**src/rtl/fetch_unit.sv**
```systemverilog
// Instruction fetch: two-word reset-vector load, then sequential fetch with stall, redirect and halt.
// Packet outputs are combinational from state/pc/imem_rdata; pc, state, vec_lo, fetch_count are registered.
module fetch_unit (
  input  logic        clk,
  input  logic        reset,
  input  logic        stall,
  input  logic        redirect_valid,
  input  logic [31:0] redirect_pc,
  output logic [31:0] imem_addr,
  input  logic [15:0] imem_rdata,
  output logic [47:0] packet,
  output logic        packet_valid,
  output logic        flush_out,
  output logic        halted,
  output logic [31:0] fetch_count
);

  typedef enum logic [1:0] {VEC_LO, VEC_HI, RUN, HALT} state_t;

  localparam logic [47:0] NOP_PACKET = {32'd0, 16'hE200};
  localparam logic [7:0]  HLT_OPCODE = 8'h01;

  state_t      state;
  state_t      state_next;
  logic [31:0] pc;
  logic [15:0] vec_lo;
  logic        is_hlt;
  logic        take_redirect;
  logic        accept;

  assign is_hlt        = (imem_rdata[15:8] == HLT_OPCODE);
  assign take_redirect = redirect_valid && ((state == RUN) || (state == HALT));
  assign accept        = (state == RUN) && !redirect_valid && !stall;

  always_ff @(posedge clk) begin
    if (reset) begin
      state <= VEC_LO;
    end else begin
      state <= state_next;
    end
  end

  // Redirect takes priority over both stall and a pending HLT.
  always_comb begin
    state_next = state;
    case (state)
      VEC_LO: state_next = VEC_HI;
      VEC_HI: state_next = RUN;
      RUN: begin
        if (redirect_valid) begin
          state_next = RUN;
        end else if (accept && is_hlt) begin
          state_next = HALT;
        end
      end
      HALT: begin
        if (redirect_valid) begin
          state_next = RUN;
        end
      end
      default: state_next = VEC_LO;
    endcase
  end

  always_ff @(posedge clk) begin
    if (reset) begin
      pc          <= 32'd0;
      vec_lo      <= 16'd0;
      fetch_count <= 32'd0;
    end else begin
      if (state == VEC_LO) begin
        vec_lo <= imem_rdata;
      end
      if (state == VEC_HI) begin
        pc <= {imem_rdata, vec_lo};
      end else if (take_redirect) begin
        pc <= redirect_pc;
      end else if (accept) begin
        pc          <= pc + 32'd1;
        fetch_count <= fetch_count + 32'd1;
      end
    end
  end

  // Reset gating keeps outputs quiet even while the state register still shows RUN/HALT.
  always_comb begin
    imem_addr    = pc;
    packet       = NOP_PACKET;
    packet_valid = 1'b0;
    flush_out    = 1'b0;
    halted       = 1'b0;
    case (state)
      VEC_LO: imem_addr = 32'd0;
      VEC_HI: imem_addr = 32'd1;
      RUN: begin
        if (!reset && !redirect_valid) begin
          packet_valid = 1'b1;
          packet       = {pc, imem_rdata};
        end
        flush_out = !reset && redirect_valid;
      end
      HALT: begin
        halted    = !reset;
        flush_out = !reset && redirect_valid;
      end
      default: imem_addr = pc;
    endcase
  end

endmodule

```
**config.mk**
```make
export PLATFORM = sky130hd
export DESIGN_NAME = fetch_unit
export DESIGN_NICKNAME = d
export VERILOG_FILES = /design/src/rtl/fetch_unit.sv
export SDC_FILE = /design/constraint.sdc
export NUM_CORES = 1
export LEC_CHECK = 0
export ABC_AREA = 0
export CAP_MARGIN = 20
export CORE_MARGIN = 4
export CORE_UTILIZATION = 50
export CTS_BUF_LIST = sky130_fd_sc_hd__clkbuf_16
export CTS_CLUSTER_SIZE = 8
export DETAILED_ROUTE_END_ITERATION = 10
export GPL_ROUTABILITY_DRIVEN = 0
export PLACE_DENSITY = 0.9
export SYNTH_ARGS = -nofsm -noshare
export SYNTH_HDL_FRONTEND = slang
export SYNTH_SLANG_ARGS = --single-unit
export TNS_END_PERCENT = 10
```
**constraint.sdc**
```tcl
create_clock -name clk -period 6.9 [get_ports clk]
set_clock_uncertainty 0.2 [all_clocks]
set_input_delay 0.69 -clock clk [delete_from_list [all_inputs] [get_ports clk]]
set_output_delay 0.69 -clock clk [all_outputs]
set_load 0.01 [all_outputs]
```
## Word level (Yosys, flattened, before mapping)

Cells that the tools add are included.

- Mux-type cells: 14
- Equal/unequal tests: 6
- Add/subtract/negate cells: 2
- Reductions and logical operators: 15
- Bitwise logic cells: 2

Operators with widths:

| cell | count |
|---|---|
| 2-to-1 mux 32 bit | 3 |
| 2-to-1 mux 48 bit | 2 |
| adder 32 x 1 -> 32 bit, second input constant | 2 |
| one-hot mux 32 bit (2 select lines) | 1 |
| equality test 8 x 1 -> 1 bit, second input constant | 1 |
| one-hot mux 2 bit (4 select lines) | 1 |
| logical AND 1 bit | 6 |
| 2-to-1 mux 2 bit | 3 |
| equality test 2 bit, second input constant | 2 |
| 2-to-1 mux 1 bit | 4 |
| logical NOT 1 bit | 3 |
| inequality test 3 x 2 -> 1 bit, second input constant | 1 |
| AND reduction 3 bit | 1 |
| nonzero test 3 bit | 1 |
| equality test 2 x 1 -> 1 bit, second input constant | 1 |
| logical NOT 2 bit | 1 |
| inequality test 2 bit, second input constant | 1 |
| NOT 1 bit | 2 |
| AND reduction 2 bit | 1 |
| OR reduction 2 bit | 1 |
| logical OR 1 bit | 1 |

- Register bits after elaboration: 82

## Depth between registers and ports, before layout

- Word-level depth: 7
- Mapped depth: 8
- Mapped depth without buffers: 6

## Worst setup path before layout

OpenSTA, ideal clock, no wires.

- Kind: in2out
- Start point: input port redirect_valid
- End point: output port packet[28]
- Buffers on the path: 3
- Stages on the path: 5
- Arrival time: 2.053 ns
- Setup slack: 3.957 ns
- Required time: 6.010 ns
- Path through: buf_2 > nor4b_1 > clkbuf_1 > clkbuf_1 > and2_1

- Longest elaborated chain between the ends: 4

Ends and longest elaborated chain:

| item | RTL line | source |
|---|---|---|
| from (decl) | 7 | `input logic redirect_valid,` |
| logical NOT 1 bit | 96 | `if (!reset && !redirect_valid) begin` |
| logical AND 1 bit | 96 |  |
| 2-to-1 mux 48 bit | 96 |  |
| 2-to-1 mux 48 bit | 92 | `case (state)` |
| to (decl) | 11 | `output logic [47:0] packet,` |

Every way passes these cells.

## Final worst setup path

- Start point: input port redirect_valid
- End point: output port packet[41]

The elaborated chain is that of the path after synthesis.

==> metrics.csv <==
stage;metric;value;unit
sta;slew margin rel.;0.272;
global_route;initial antenna violation count;0;
setup_path;Setup CP Type;in -> out;
sta;final hold viol count;0;
setup_path;Reg-to-Reg End;pc[26];
setup_path;CP startpoint kind;input pin;
sta;final-report setup violation count;0;
setup_path;worst reg2reg setup slack;3900;ps
sta;Slew Limit Fails;0;
logic_synthesis;ys async rst share;0;
power;Leak;2.46;nW
setup_path;Setup crit end kind;output port;
logic_synthesis;combinational family with the most area after synthesis;simple AND/OR/NAND/NOR gates;
sta;Final min period;4210;ps
global_route;all-layer global routing usage;0.299;
cells_and_area;Ant. Diodes;0;
setup_path;critical path arrival;3320;ps
logic_synthesis;Cells after Synth;664;
sta;TNS Setup;0;ps
power;VDD IR-drop max;149;uV
logic_synthesis;Synth Net Count;718;
logic_synthesis;Netlist cell types;60;
sta;Worst-Margin Slew;1090;ps
logic_synthesis;Top FF cell, synth;dfxtp_1;
logic_synthesis;mux cell area share after synthesis;0.00200;
logic_synthesis;Post-synth EDFFs;0;
clock_network;htree depth;3;
flow_run;Max Cap Viol;0;
floorplan;Starting Density;0.513;
floorplan;die span in x;108;microns
logic_synthesis;Mapped Area;4990;sq um
clock_network;Post-CTS Resized;0;
min_path;Hold Path Class;reg -> reg;
setup_path;R2R depth;6;
cells_and_area;filler instances;786;
route;Final ANT Viol Nets;0;
power;Final Power;1.24;mW
global_route;largest net degree at the start of global routing;87;
sta;fin crit share;0.610;
sta;RSZ-0062 raised after global routing;false;
setup_path;r2r startpoint;pc[0];
cells_and_area;NumNets Final;853;
logic_synthesis;post-synthesis register bit count;82;
min_path;Hold Path Sink;vec_lo[4];
route;drt pass-1 iters;8;
logic_synthesis;synth warn;0;
clock_network;post-CTS setup buffers;0;
logic_synthesis;complex-gate fraction of the synthesized area;0.195;
floorplan;DIE AREA;11700;sq um
clock_network;Reg clk slew, reported paths;70;ps
cells_and_area;fin util;0.716;
logic_synthesis;sequential-to-total area share from yosys stat;0.329;
setup_path;CP Max Fanout;41;
clock_network;clock sink count;82;
logic_synthesis;Synth Area in Adders;0.00501;
clock_network;TritonCTS Buffers;9;
route;vias;5775;
clock_network;CTS tree;built;
run_status;status;finished, final reports clean;
global_route;vias in the first global route;5607;
clock_network;CTS root buf;clkbuf_16;
route;Residual DRC;0;
logic_synthesis;Synth Area in XOR/XNOR;0.0666;
placement;# port buffers;166;
clock_network;hold_buf cts;0;
clock_network;Clk Latency, worst-skew pair;330;ps
setup_path;WP data required;6010;ps
sta;Max Fclk;238;MHz
min_path;hold depth;2;
logic_synthesis;Avg Cell Area, Syn;7.52;sq um
global_route;first-pass GRT wire length;28200;microns
min_path;hold path startpoint;vec_lo[4];
floorplan;# IOs;167;
floorplan;core area;9730;sq um
floorplan;Row Count;36;
cells_and_area;synthesis-to-layout area growth;39.5;%
power;P per Cell Area;178;nW/um^2
floorplan;Die Span Y;108;microns
clock_network;deepest clock path buffer count;2;
placement;hpwl dp;12400;microns
logic_synthesis;simple-gate share of the synthesized area;0.352;
route;drt initial violations;634;
cells_and_area;share of layout cells above drive strength 1;0.0435;
route;final WL;17600;microns
global_route;Congestion Overflow GR;0;
route;WL/cell;18.8;microns
route;routed vias/inst;6.16;
-- sequential cells by signal, summed over array words and instances, names as in the netlist --
signal,cells
vec_lo,16
pc,32
fetch_count,32
state,2
-- worst max-delay path: stages --
cell	delay, ps
clkdlybuf4s50_1	730
nor4b_2	730
buf_4	420
and2_1	180
clkdlybuf4s50_1	540
-- cells in the mapped netlist, types with 16 or more instances --
cell	instances	area, sq um
xor2_1	23	201
nand4_1	18	113
a21oi_1	47	235
inv_1	16	60.1
dfxtp_1	82	1640
nor2_1	51	191
clkbuf_1	40	150
nand3_1	24	120
o21ai_0	21	105
nand2_1	73	274
and2_1	77	482
-- metrics by stage --
stage	cell area, sq um	instances	hold slack [ps]	setup WS (ps)
floorplan	4990	664	231	3960
global placement	6680	919	242	2840
detailed placement	6680	919	247	2710
CTS	6950	935	260	2720
global route	6970	937	283	2480
finish	6970	937	257	2690
-- worst max path at each step --
stage	startpoint	end	slack, ps	cells after the start
2_1_floorplan	redirect_valid	packet[28]	3960	5
3_3_place_gp	redirect_valid	packet[19]	2840	5
3_5_place_dp	redirect_valid	packet[41]	2710	5
4_1_cts	redirect_valid	packet[41]	2720	5
5_1_grt	redirect_valid	packet[3]	2480	5
6_report	redirect_valid	packet[41]	2690	5
-- final cells by class --
cell class              instances  area, sq um  share of cell area
inverters                      16         60.1             0.00862
clock inverters                 7         53.8             0.00772
clock buffers                   9          225              0.0323
flip-flops and latches         82         1640               0.236
repair buffers                174         1720               0.246
multi-input cells             516         3110               0.446
well taps                     133          166              0.0239
-- routing by layer --
metal  track usage  wire length (microns)
met1         0.356                   6620
met4         0.137                    704
met5             0                      0
met2         0.498                   8120
met3        0.0896                   2190
-- kinds of logic after synthesis --
| family | Yosys count |
|---|---|
| AND/OR/NAND/NOR | 326 |
| flip-flops | 82 |
| XOR/XNOR | 38 |
| buffers and inverters | 66 |
| multiplexers | 1 |
| adder cells (fa/ha/maj) | 2 |
| AO/OA/AOI/OAI | 149 |
-- cells in the final DEF, fill, tap and decap left out, drive strengths merged, types with 3 or more instances in the layout --
| cell | instances |
|---|---|
| xnor2 | 15 |
| nand4 | 19 |
| nor4 | 12 |
| and3 | 12 |
| a21o | 5 |
| o221ai | 3 |
| and2 | 78 |
| dfxtp | 82 |
| a31oi | 8 |
| a221oi | 3 |
| a211o | 4 |
| nand2 | 73 |
| and4 | 7 |
| a222oi | 7 |
| clkdlybuf4s50 | 165 |
| clkinv | 3 |
| and4b | 3 |
| nor2 | 52 |
| o31ai | 5 |
| xor2 | 23 |
| nor3b | 3 |
| or3 | 6 |
| inv | 18 |
| a22oi | 7 |
| clkbuf | 9 |
| buf | 9 |
| nand3 | 25 |
| a211oi | 5 |
| o22ai | 15 |
| nor3 | 14 |
| a22o | 5 |
| nand2b | 10 |
| a21oi | 48 |
| o32ai | 3 |
| o21ai | 21 |
-- power by group --
group	total [mW]	leakage [nW]	switching [mW]	internal [mW]
logic	0.245	1.66	0.137	0.108
clock network	0.451	0.130	0.205	0.246
registers	0.546	0.668	0.0445	0.502
total	1.24	2.46	0.386	0.856
Note: power is estimated with default switching activity, not from simulation.
